`config.mk`:
```
export PLATFORM = sky130hd
export DESIGN_NAME = nvme_pkt_fifo
export DESIGN_NICKNAME = d
export VERILOG_FILES = /design/src/rtl/nvme_fifo_pkg.sv /design/src/rtl/nvme_fifo_ram.sv /design/src/rtl/nvme_pkt_fifo.sv
export SDC_FILE = /design/constraint.sdc
export NUM_CORES = 2
export LEC_CHECK = 0
export ABC_CLOCK_PERIOD_IN_PS = 7000
export CORE_MARGIN = 5
export CORE_UTILIZATION = 35
export DETAILED_ROUTE_END_ITERATION = 6
export PLACE_DENSITY = 0.52
export SYNTH_ARGS = -nofsm -noshare
export SYNTH_HDL_FRONTEND = slang
export SYNTH_HIERARCHICAL = 1
export SYNTH_SLANG_ARGS = --single-unit
```
`constraint.sdc`:
```
create_clock -name clk -period 7 [get_ports clk]
set_input_delay 1.75 -clock clk [delete_from_list [all_inputs] [get_ports clk]]
set_output_delay 1.75 -clock clk [all_outputs]
set_load 0.05 [all_outputs]
```
`src/rtl/nvme_fifo_pkg.sv`:
```
// Shared constants and helpers for the NVMe packet FIFO and its RAM.
package nvme_fifo_pkg;

  localparam logic ZERO = 1'b0;
  localparam logic ONE  = 1'b1;

  localparam int unsigned PAR_MAX = 256;

  function automatic int unsigned next_ptr(input int unsigned ptr, input int unsigned words);
    return (ptr + 1 == words) ? 0 : ptr + 1;
  endfunction

  // Even parity: the returned bit makes the total number of ones even.
  function automatic logic even_par(input logic [PAR_MAX-1:0] v);
    return ^v;
  endfunction

endpackage

```
`src/rtl/nvme_fifo_ram.sv`:
```
// Simple dual-port RAM, one write port and one registered read port.
module nvme_fifo_ram #(
  parameter int unsigned width  = 9,
  parameter int unsigned words  = 256,
  parameter int unsigned awidth = $clog2(words)
) (
  input  logic              clk,
  input  logic              we,
  input  logic [awidth-1:0] waddr,
  input  logic [width-1:0]  wdata,
  input  logic              re,
  input  logic [awidth-1:0] raddr,
  output logic [width-1:0]  rdata
);

  logic [width-1:0] mem [words];

  always_ff @(posedge clk) begin
    if (we) mem[waddr] <= wdata;
    if (re) rdata <= mem[raddr];
  end

endmodule

```
`src/rtl/nvme_pkt_fifo.sv`:
```
// Packet FIFO with commit/discard, auto-drop of overflowing packets and sticky errors.
// Define NVME_PKT_FIFO_PARITY_EN to store and check an even-parity bit per entry.
module nvme_pkt_fifo
  import nvme_fifo_pkg::*;
#(
  parameter int unsigned width              = 8,
  parameter int unsigned words              = 256,
  parameter int unsigned almost_full_thresh = 0,
  parameter int unsigned max_pkts           = 64,
  parameter int unsigned awidth             = $clog2(words),
  parameter int unsigned pwidth             = $clog2(max_pkts + 1)
) (
  input  logic              clk,
  input  logic              reset_n,
  input  logic              push,
  input  logic [width-1:0]  din,
  input  logic              din_eop,
  input  logic              discard,
  input  logic              pop,
  input  logic              flush,
  input  logic              err_clr,
  output logic              dval,
  output logic [width-1:0]  dout,
  output logic              dout_eop,
  output logic              full,
  output logic              almost_full,
  output logic [awidth:0]   used,
  output logic [pwidth-1:0] pkt_cnt,
  output logic              pkt_drop,
  output logic              overflow,
  output logic              perr
);

  localparam int unsigned CW = awidth + 1;
  localparam logic [awidth:0] DEPTH = CW'(words);
  localparam logic AF_RST = (almost_full_thresh >= words);
`ifdef NVME_PKT_FIFO_PARITY_EN
  localparam int unsigned DW = width + 2;
`else
  localparam int unsigned DW = width + 1;
`endif

  logic [awidth-1:0] wptr_q, cptr_q, rptr_q;
  logic [awidth:0]   used_q, ucnt_q, ccnt_q;
  logic [pwidth-1:0] pkt_cnt_q;
  logic              bad_q, ram_vld_q, dval_q, full_q, af_q, drop_q, ovf_q;
  logic [width-1:0]  dout_q;
  logic              dout_eop_q;
  logic [DW-1:0]     wdata, ram_q;

  logic              wr_ok, acc, refuse, eop_in, commit, roll;
  logic              pop_fire, load_out, rd_en;
  logic [awidth:0]   used_n;

  always_comb begin
    wr_ok    = push & ~discard & ~flush;
    acc      = wr_ok & ~full_q;
    refuse   = wr_ok & full_q;
    eop_in   = wr_ok & din_eop;
    commit   = acc & din_eop & ~bad_q;
    // A refused eop always ends a bad packet, so it rolls back like a marked one.
    roll     = (discard & ~flush) | (eop_in & (bad_q | refuse));
    pop_fire = pop & dval_q;
    load_out = ram_vld_q & (~dval_q | pop_fire);
    rd_en    = (ccnt_q != '0) & (~ram_vld_q | load_out);
    used_n   = used_q + CW'(acc) - CW'(pop_fire) - (roll ? ucnt_q + CW'(acc) : '0);
  end

`ifdef NVME_PKT_FIFO_PARITY_EN
  logic par_q, perr_q;
  assign wdata = {even_par(PAR_MAX'({din_eop, din})), din_eop, din};
  assign perr  = perr_q;

  always_ff @(posedge clk or negedge reset_n) begin
    if (!reset_n) begin
      par_q  <= ZERO;
      perr_q <= ZERO;
    end else begin
      if (load_out) par_q <= ram_q[width+1];
      perr_q <= (perr_q & ~err_clr) |
                (dval_q & (par_q != even_par(PAR_MAX'({dout_eop_q, dout_q}))));
    end
  end
`else
  assign wdata = {din_eop, din};
  assign perr  = ZERO;
`endif

  nvme_fifo_ram #(
    .width  (DW),
    .words  (words),
    .awidth (awidth)
  ) u_ram (
    .clk   (clk),
    .we    (acc),
    .waddr (wptr_q),
    .wdata (wdata),
    .re    (rd_en),
    .raddr (rptr_q),
    .rdata (ram_q)
  );

  always_ff @(posedge clk or negedge reset_n) begin
    if (!reset_n) begin
      wptr_q     <= '0;
      cptr_q     <= '0;
      rptr_q     <= '0;
      used_q     <= '0;
      ucnt_q     <= '0;
      ccnt_q     <= '0;
      pkt_cnt_q  <= '0;
      bad_q      <= ZERO;
      ram_vld_q  <= ZERO;
      dval_q     <= ZERO;
      dout_q     <= '0;
      dout_eop_q <= ZERO;
      full_q     <= ZERO;
      af_q       <= AF_RST;
      drop_q     <= ZERO;
      ovf_q      <= ZERO;
    end else begin
      ovf_q <= (ovf_q & ~err_clr) | refuse;
      if (load_out) begin
        dout_q     <= ram_q[width-1:0];
        dout_eop_q <= ram_q[width];
      end
      if (flush) begin
        wptr_q    <= '0;
        cptr_q    <= '0;
        rptr_q    <= '0;
        used_q    <= '0;
        ucnt_q    <= '0;
        ccnt_q    <= '0;
        pkt_cnt_q <= '0;
        bad_q     <= ZERO;
        ram_vld_q <= ZERO;
        dval_q    <= ZERO;
        full_q    <= ZERO;
        af_q      <= AF_RST;
        drop_q    <= ZERO;
      end else begin
        if (roll)
          wptr_q <= cptr_q;
        else if (acc)
          wptr_q <= awidth'(next_ptr(32'(wptr_q), words));
        if (commit) cptr_q <= awidth'(next_ptr(32'(wptr_q), words));
        if (rd_en)  rptr_q <= awidth'(next_ptr(32'(rptr_q), words));
        used_q    <= used_n;
        ucnt_q    <= (commit | roll) ? '0 : ucnt_q + CW'(acc);
        ccnt_q    <= ccnt_q + (commit ? ucnt_q + CW'(1) : '0) - CW'(rd_en);
        pkt_cnt_q <= pkt_cnt_q + pwidth'(commit) - pwidth'(pop_fire & dout_eop_q);
        bad_q     <= roll ? ZERO : (refuse ? ONE : bad_q);
        ram_vld_q <= rd_en | (ram_vld_q & ~load_out);
        dval_q    <= load_out | (dval_q & ~pop_fire);
        full_q    <= (used_n >= DEPTH);
        af_q      <= (32'(DEPTH - used_n) <= almost_full_thresh);
        drop_q    <= eop_in & (bad_q | refuse);
      end
    end
  end

  assign dval        = dval_q;
  assign dout        = dout_q;
  assign dout_eop    = dout_eop_q;
  assign full        = full_q;
  assign almost_full = af_q;
  assign used        = used_q;
  assign pkt_cnt     = pkt_cnt_q;
  assign pkt_drop    = drop_q;
  assign overflow    = ovf_q;

endmodule
```
* Yosys cells after proc, flatten, opt, wreduce, memory -nomap -nowiden
Memory sizes are Yosys's and may differ from the RTL's. A register that Yosys moved wholly into a read port is not among the register bits.
Index checks and enable logic that the tools add are counted.
** Storage, ports and cells
- Flip-flop bits (word level) :: 74
- Memories :: 1
- Output and inout port bits :: 31
- Bits in writable memories :: 2304
** Operators by class
- Add/sub/neg operators :: 12
- Reductions and logical operators :: 5
- Equal/unequal tests :: 2
- Bitwise operators :: 33
- Muxes and demuxes :: 26
- Order comparisons :: 2
** Memory list
- u_ram.mem :: words 256, width 9, read ports 1, clocked after Yosys merged registers in 1, wr ports 1, line nvme_fifo_ram.sv:16 : logic [width-1:0] mem [words];
** Operator list (number)
- $mux W8 :: 9
- $mux W9 :: 6
- $le A32 B1 Y1 const B :: 1
- $add A8 B1 Y9 const B :: 2
- $add A9 B1 Y9 :: 2
- $eq A9 B9 Y1 const B :: 2
- $sub A9 B1 Y9 :: 2
- $and A1 B1 Y1 :: 16
- $mux W1 :: 10
- $sub A9 B9 Y10 const A :: 1
- $add A9 B1 Y9 const B :: 1
- $add A9 B9 Y9 :: 1
- $ge A9 B9 Y1 const B :: 1
- $not A1 Y1 :: 9
- $reduce_bool A9 Y1 :: 1
- $sub A9 B9 Y9 :: 1
- $or A1 B1 Y1 :: 8
- $add A7 B1 Y7 :: 1
- $mux W7 :: 1
- $sub A7 B1 Y7 :: 1
- $reduce_bool A3 Y1 :: 2
- $reduce_bool A2 Y1 :: 2

* Longest topological paths before layout
- Depth after elaboration :: 12
- Mapped depth :: 19

* Cells and area by module
Netlist, hierarchy kept.
** Modules (own cells, without submodules)
- nvme_fifo_ram :: instances 1, area an instance 89368.2 um^2, sequential area each 69456.6 um^2, cells an instance 4237
- nvme_pkt_fifo :: instances 1, area an instance 4603.2 um^2, sequential area each 1851.8 um^2, cells an instance 480

* Worst setup path before layout
OpenSTA, ideal clock, no wires.
- Path kind :: input port to flip-flop
- From :: in flush
- To :: reg af_q, in the netlist almost_full
- Data required time :: 6912 ps
- Stages on the path :: 15
- Path slack :: 1658 ps
- Arrival time :: 5254 ps
- Path buffers :: 0
- Cells stage by stage :: nor4b_4 -> ha_1 -> nand2_1 -> fa_1 -> fa_1 -> ha_1 -> inv_1 -> fa_1 -> nand2b_1 -> a21oi_1 -> nand3_1 -> o311a_1 -> and3_1 -> ha_1 -> nor3b_1
** On the way
- Cells in the longest elaborated chain, start to end :: 11
** RTL lines
- start: declaration :: line nvme_pkt_fifo.sv:20 : input logic flush,
- branches (longest 10 deep; another with $le A32 B1 Y1)
- $mux W1 * :: line nvme_pkt_fifo.sv:127 : if (flush) begin
- end signal: assignment :: line nvme_pkt_fifo.sv:156 : af_q <= (32'(DEPTH - used_n) <= almost_full_thresh);
- end: declaration :: line nvme_pkt_fifo.sv:46 : logic bad_q, ram_vld_q, dval_q, full_q, af_q, drop_q, ovf_q;
Mark *: on every way between the ends.
A chain may end at the register's enable or synchronous reset.

* Worst setup path after layout
- From :: in push
- To :: reg af_q, in the netlist almost_full
** RTL lines
- start: declaration :: line nvme_pkt_fifo.sv:15 : input logic push,
- $and A1 B1 Y1 * (2 in series) :: line nvme_pkt_fifo.sv:56 : wr_ok = push & ~discard & ~flush;
- $and A1 B1 Y1 * :: line nvme_pkt_fifo.sv:57 : acc = wr_ok & ~full_q;
- net acc :: line nvme_pkt_fifo.sv:51 : logic wr_ok, acc, refuse, eop_in, commit, roll;
- $add A9 B1 Y9 :: line nvme_pkt_fifo.sv:66 : used_n = used_q + CW'(acc) - CW'(pop_fire) - (roll ? ucnt_q + CW'(acc) : '0);
- $sub A9 B1 Y9 or $mux W9 (tied branches) :: line nvme_pkt_fifo.sv:66
- $sub A9 B9 Y9 * :: line nvme_pkt_fifo.sv:66
- $sub A9 B9 Y10 * :: line nvme_pkt_fifo.sv:156
- $le A32 B1 Y1 * :: line nvme_pkt_fifo.sv:156
- $mux W1 * :: line nvme_pkt_fifo.sv:127
Mark *: on every way through the listed nets, which the timed path passes. The rest lies on a longest branch.

==> results_dict.tcl <==
set metrics [dict create \
    cts_tree "yes" \
    clock_sinks 2387 \
    relSlewSlack_pct 2.25 \
    arrival_ns 5.87 \
    syn_area_per_cell_um2 19.9 \
    place.gp.congestion 0.819 \
    ys_seq_area_share_pct 75.9 \
    r2r_end "u_ram/rdata[5]$_DFFE_PP_" \
    first_iter_violations 4412 \
    synth_top_family_by_area "multiplexers" \
    track_usage_pct 17.4 \
    irDropWorstVdd_v 0.000229 \
    finalHoldViolations 0 \
    final_layout_size_suffix_gt1_share_pct 19.5 \
    cts_setup_buffers 0 \
    die_area_um2 279000 \
    ant_nets 0 \
    slowest_stage "clkdlybuf4s50_1" \
    yosysWarnings 6 \
    maxCapViolCount 1 \
    syn_nets 4786 \
    r2r-start "rptr_q[0]$_DFFE_PN0P_" \
    yosysUniqueCellTypes 80 \
    syn_area_um2 94000 \
    cts_buffers 241 \
    violations "capacitance limit" \
    die_y_um 528 \
    rrSetupSlack_ns 2.42 \
    hold_end "dout[7]$_DFFE_PN0P_" \
    crit_path_max_fanout 5 \
    drc 0 \
    pin_count 47 \
    critPathTopFamily "adder cells" \
    vias_per_cell 5.45 \
    synth_compound_area_share_pct 4.00 \
    cts.reportedPaths.clkPinSlew_ns 0.06 \
    yosys-mux-area-fraction_pct 13.7 \
    whs_path_depth 1 \
    synth_cells 4717 \
    synthAdderAreaFrac_pct 0.746 \
    overflow 0 \
    synthSimpleGateAreaFrac_pct 3.17 \
    p_per_area_nw_per_um2 337 \
    vias 46859 \
    setup_violations 0 \
    cp.required_ns 7.78 \
    reg2regPathDepth 6 \
    drt-pass1-iter-count 5 \
    design.core.area_um2 268000 \
    cts-root-buf "clkbuf_16" \
    leakagePower_uw 0.0325 \
    fmax_mhz 196 \
    grt_use_met3_pct 2.90 \
    grt_pass1_wl_um 354000 \
    use_met1_pct 24.6 \
    start_kind "input port" \
    path_class "in2reg" \
    grt_max_degree 194 \
    fin_worst_skew_ns 0.0705 \
    synthXorXnorAreaFrac_pct 0.503 \
    fin_hold_ws_ns 0.480 \
    dp_hpwl_um 148000 \
    cts_buffer_depth 3 \
    cpMostUsedCell "ha_1" \
    cts_resized 0 \
    min_period_ns 5.09 \
    path_buf_inv 3 \
    synth-seq-cells 2387 \
    wirelength_um 245000 \
    grt_pass1_vias 47379 \
    area.growth.synth_to_final_pct 13.0 \
    drv_slew 0 \
    run_status "finished with violations" \
    finalSetupTns_ns 0 \
    critPathMaxStageDelay_ns 0.55 \
    antenna_found_initial 11 \
    worst_pin_slew_ns 1.45 \
    gr-usage-met2_pct 27.5 \
    period_share_pct 72.7 \
    synthArstFlopShare_pct 3.10 \
    wl_per_cell_um 28.5 \
    portBuffers 45 \
    crit_chain "clkdlybuf4s50_1 > nor4b_4 > ha_1 > ha_1 > nand3_1 > xor2_1 > nor2_1 > ha_1 > inv_1 > ha_1 > ha_1 > o21ai_0 > o21bai_1 > a211o_1 > a21oi_1 > xnor2_1 > inv_1 > ha_1 > nor3b_1" \
    cts-htree-levels 4 \
    synthFlopType "edfxtp_1" \
    synth_edf_count 2313 \
    ctsHoldBuffers 0 \
    die_w_um 528 \
    row_count 190 \
    min_from "u_ram/rdata[7]$_DFFE_PP_" \
    nNetsFinal 4906 \
    rsz0062_at_grt "no" \
    top_usage_layer "met2" \
    worstSkewPairLatency_ns 0.88 \
    hold_class "reg2reg" \
    end_kind "flop" \
    initial_core_util_pct 35.1 \
]
worst reg2reg max path: stages (launching register included):
cell,delay (ns)
dfrtp_4,0.90
buf_12,0.51
mux4_2,0.74
a221oi_1,0.88
o32a_1,0.31
nor3b_1,0.80
nor4_1,0.15
synth_stat cells, drive strengths merged (61+ instances only):
library cell | instances | area, um2
a21oi | 114 | 571
buf | 145 | 1140
nor2 | 366 | 1370
dfrtp | 74 | 1850
o22ai | 65 | 407
clkbuf | 130 | 488
inv | 61 | 229
mux2i | 179 | 1790
a22oi | 174 | 1310
mux4 | 476 | 10800
edfxtp | 2313 | 69500
nand2 | 68 | 255
state kept, by name, summed over array words and instances, names as in the netlist, 7 cells and up:
register	flops
ccnt_q	9
cptr_q	8
dout	8
pkt_cnt	7
rptr_q	8
u_ram/mem	2304
u_ram/rdata	9
ucnt_q	9
used	9
wptr_q	8
cells by family (layout without fill, tap and decap cells):
family | Yosys count | after routing
buffers and inverters | 337 | 665
other | 1 | 8
adders and majority gates | 53 | 53
and+or+nand+nor | 650 | 650
muxes | 685 | 685
AOI/OAI and AO/OA | 550 | 550
DFF | 2387 | 2387
xor gates and xnor gates | 54 | 54
layer usage:
| layer | vias to the layer above | share of wire (%) | wire length, um |
|---|---|---|---|
| met4 | 2 | 3.2 | 7790 |
| met1 | 25209 | 44 | 107000 |
| li1 | 19687 | - | - |
| met2 | 1605 | 47 | 116000 |
| met3 | 356 | 5.9 | 14600 |
| met5 | - | 0.0037 | 9 |
cells in the final DEF, fill, tap and decap left out, drive strengths merged, types with 7 or more instances in the layout:
cell,count
nor3,25
xor2,31
buf,118
dfrtp,74
o31a,9
xnor2,23
nand3,43
o221ai,36
a22oi,174
bufinv,22
a21oi,114
clkinvlp,7
clkdlybuf4s50,34
nand3b,10
nand2,68
nor2b,37
nand4,17
nor2,366
and3,8
nor4,29
clkinv,104
a22o,8
o22ai,65
clkbuf,312
mux2i,179
a221oi,11
edfxtp,2313
diode,7
a31oi,11
a211oi,36
mux2,30
inv,68
mux4,476
ha,48
o21ai,50
nand2b,13
how the worst max path moves through the flow:
stage                     startpoint                    end  slack [ns]  depth (start not counted)
after floorplan                flush  almost_full$_DFF_PN0_        1.66                         15
after global placement          push  almost_full$_DFF_PN0_        1.05                         19
after detailed placement        push  almost_full$_DFF_PN0_        1.02                         19
after CTS                       push  almost_full$_DFF_PN0_        1.96                         19
after global routing            push  almost_full$_DFF_PN0_        1.63                         19
final                           push  almost_full$_DFF_PN0_        1.91                         19
cell type report:
class	count	area, um2
multi-input cells	1993	20800
clock inverters	139	1470
fillers	23994	161000
diodes	7	17.5
repair buffers	152	1500
inverters	62	233
well taps	3552	4440
clock buffers	312	6390
flip-flops and latches	2387	71300
through the flow:
stage	setup WS (ns)	power [uW]	area, um2	utilization (%)	instances
after floorplan	1.66	21400	94000	-	4717
after global placement	1.05	23500	98400	36.7	8146
after detailed placement	1.02	23500	98400	36.7	8146
after CTS	1.96	36300	106000	39.7	8597
after global routing	1.63	37300	106000	39.7	8598
final	1.91	35800	106000	39.7	8604
report_power, final:
group	internal (uW)	leakage, uW	total (uW)	switching [uW]
combinational	3020	0.00696	7020	4010
sequential	15800	0.0218	16100	259
clock	7260	0.00383	12700	5470
No activity file was read; power rests on OpenSTA's default activity.
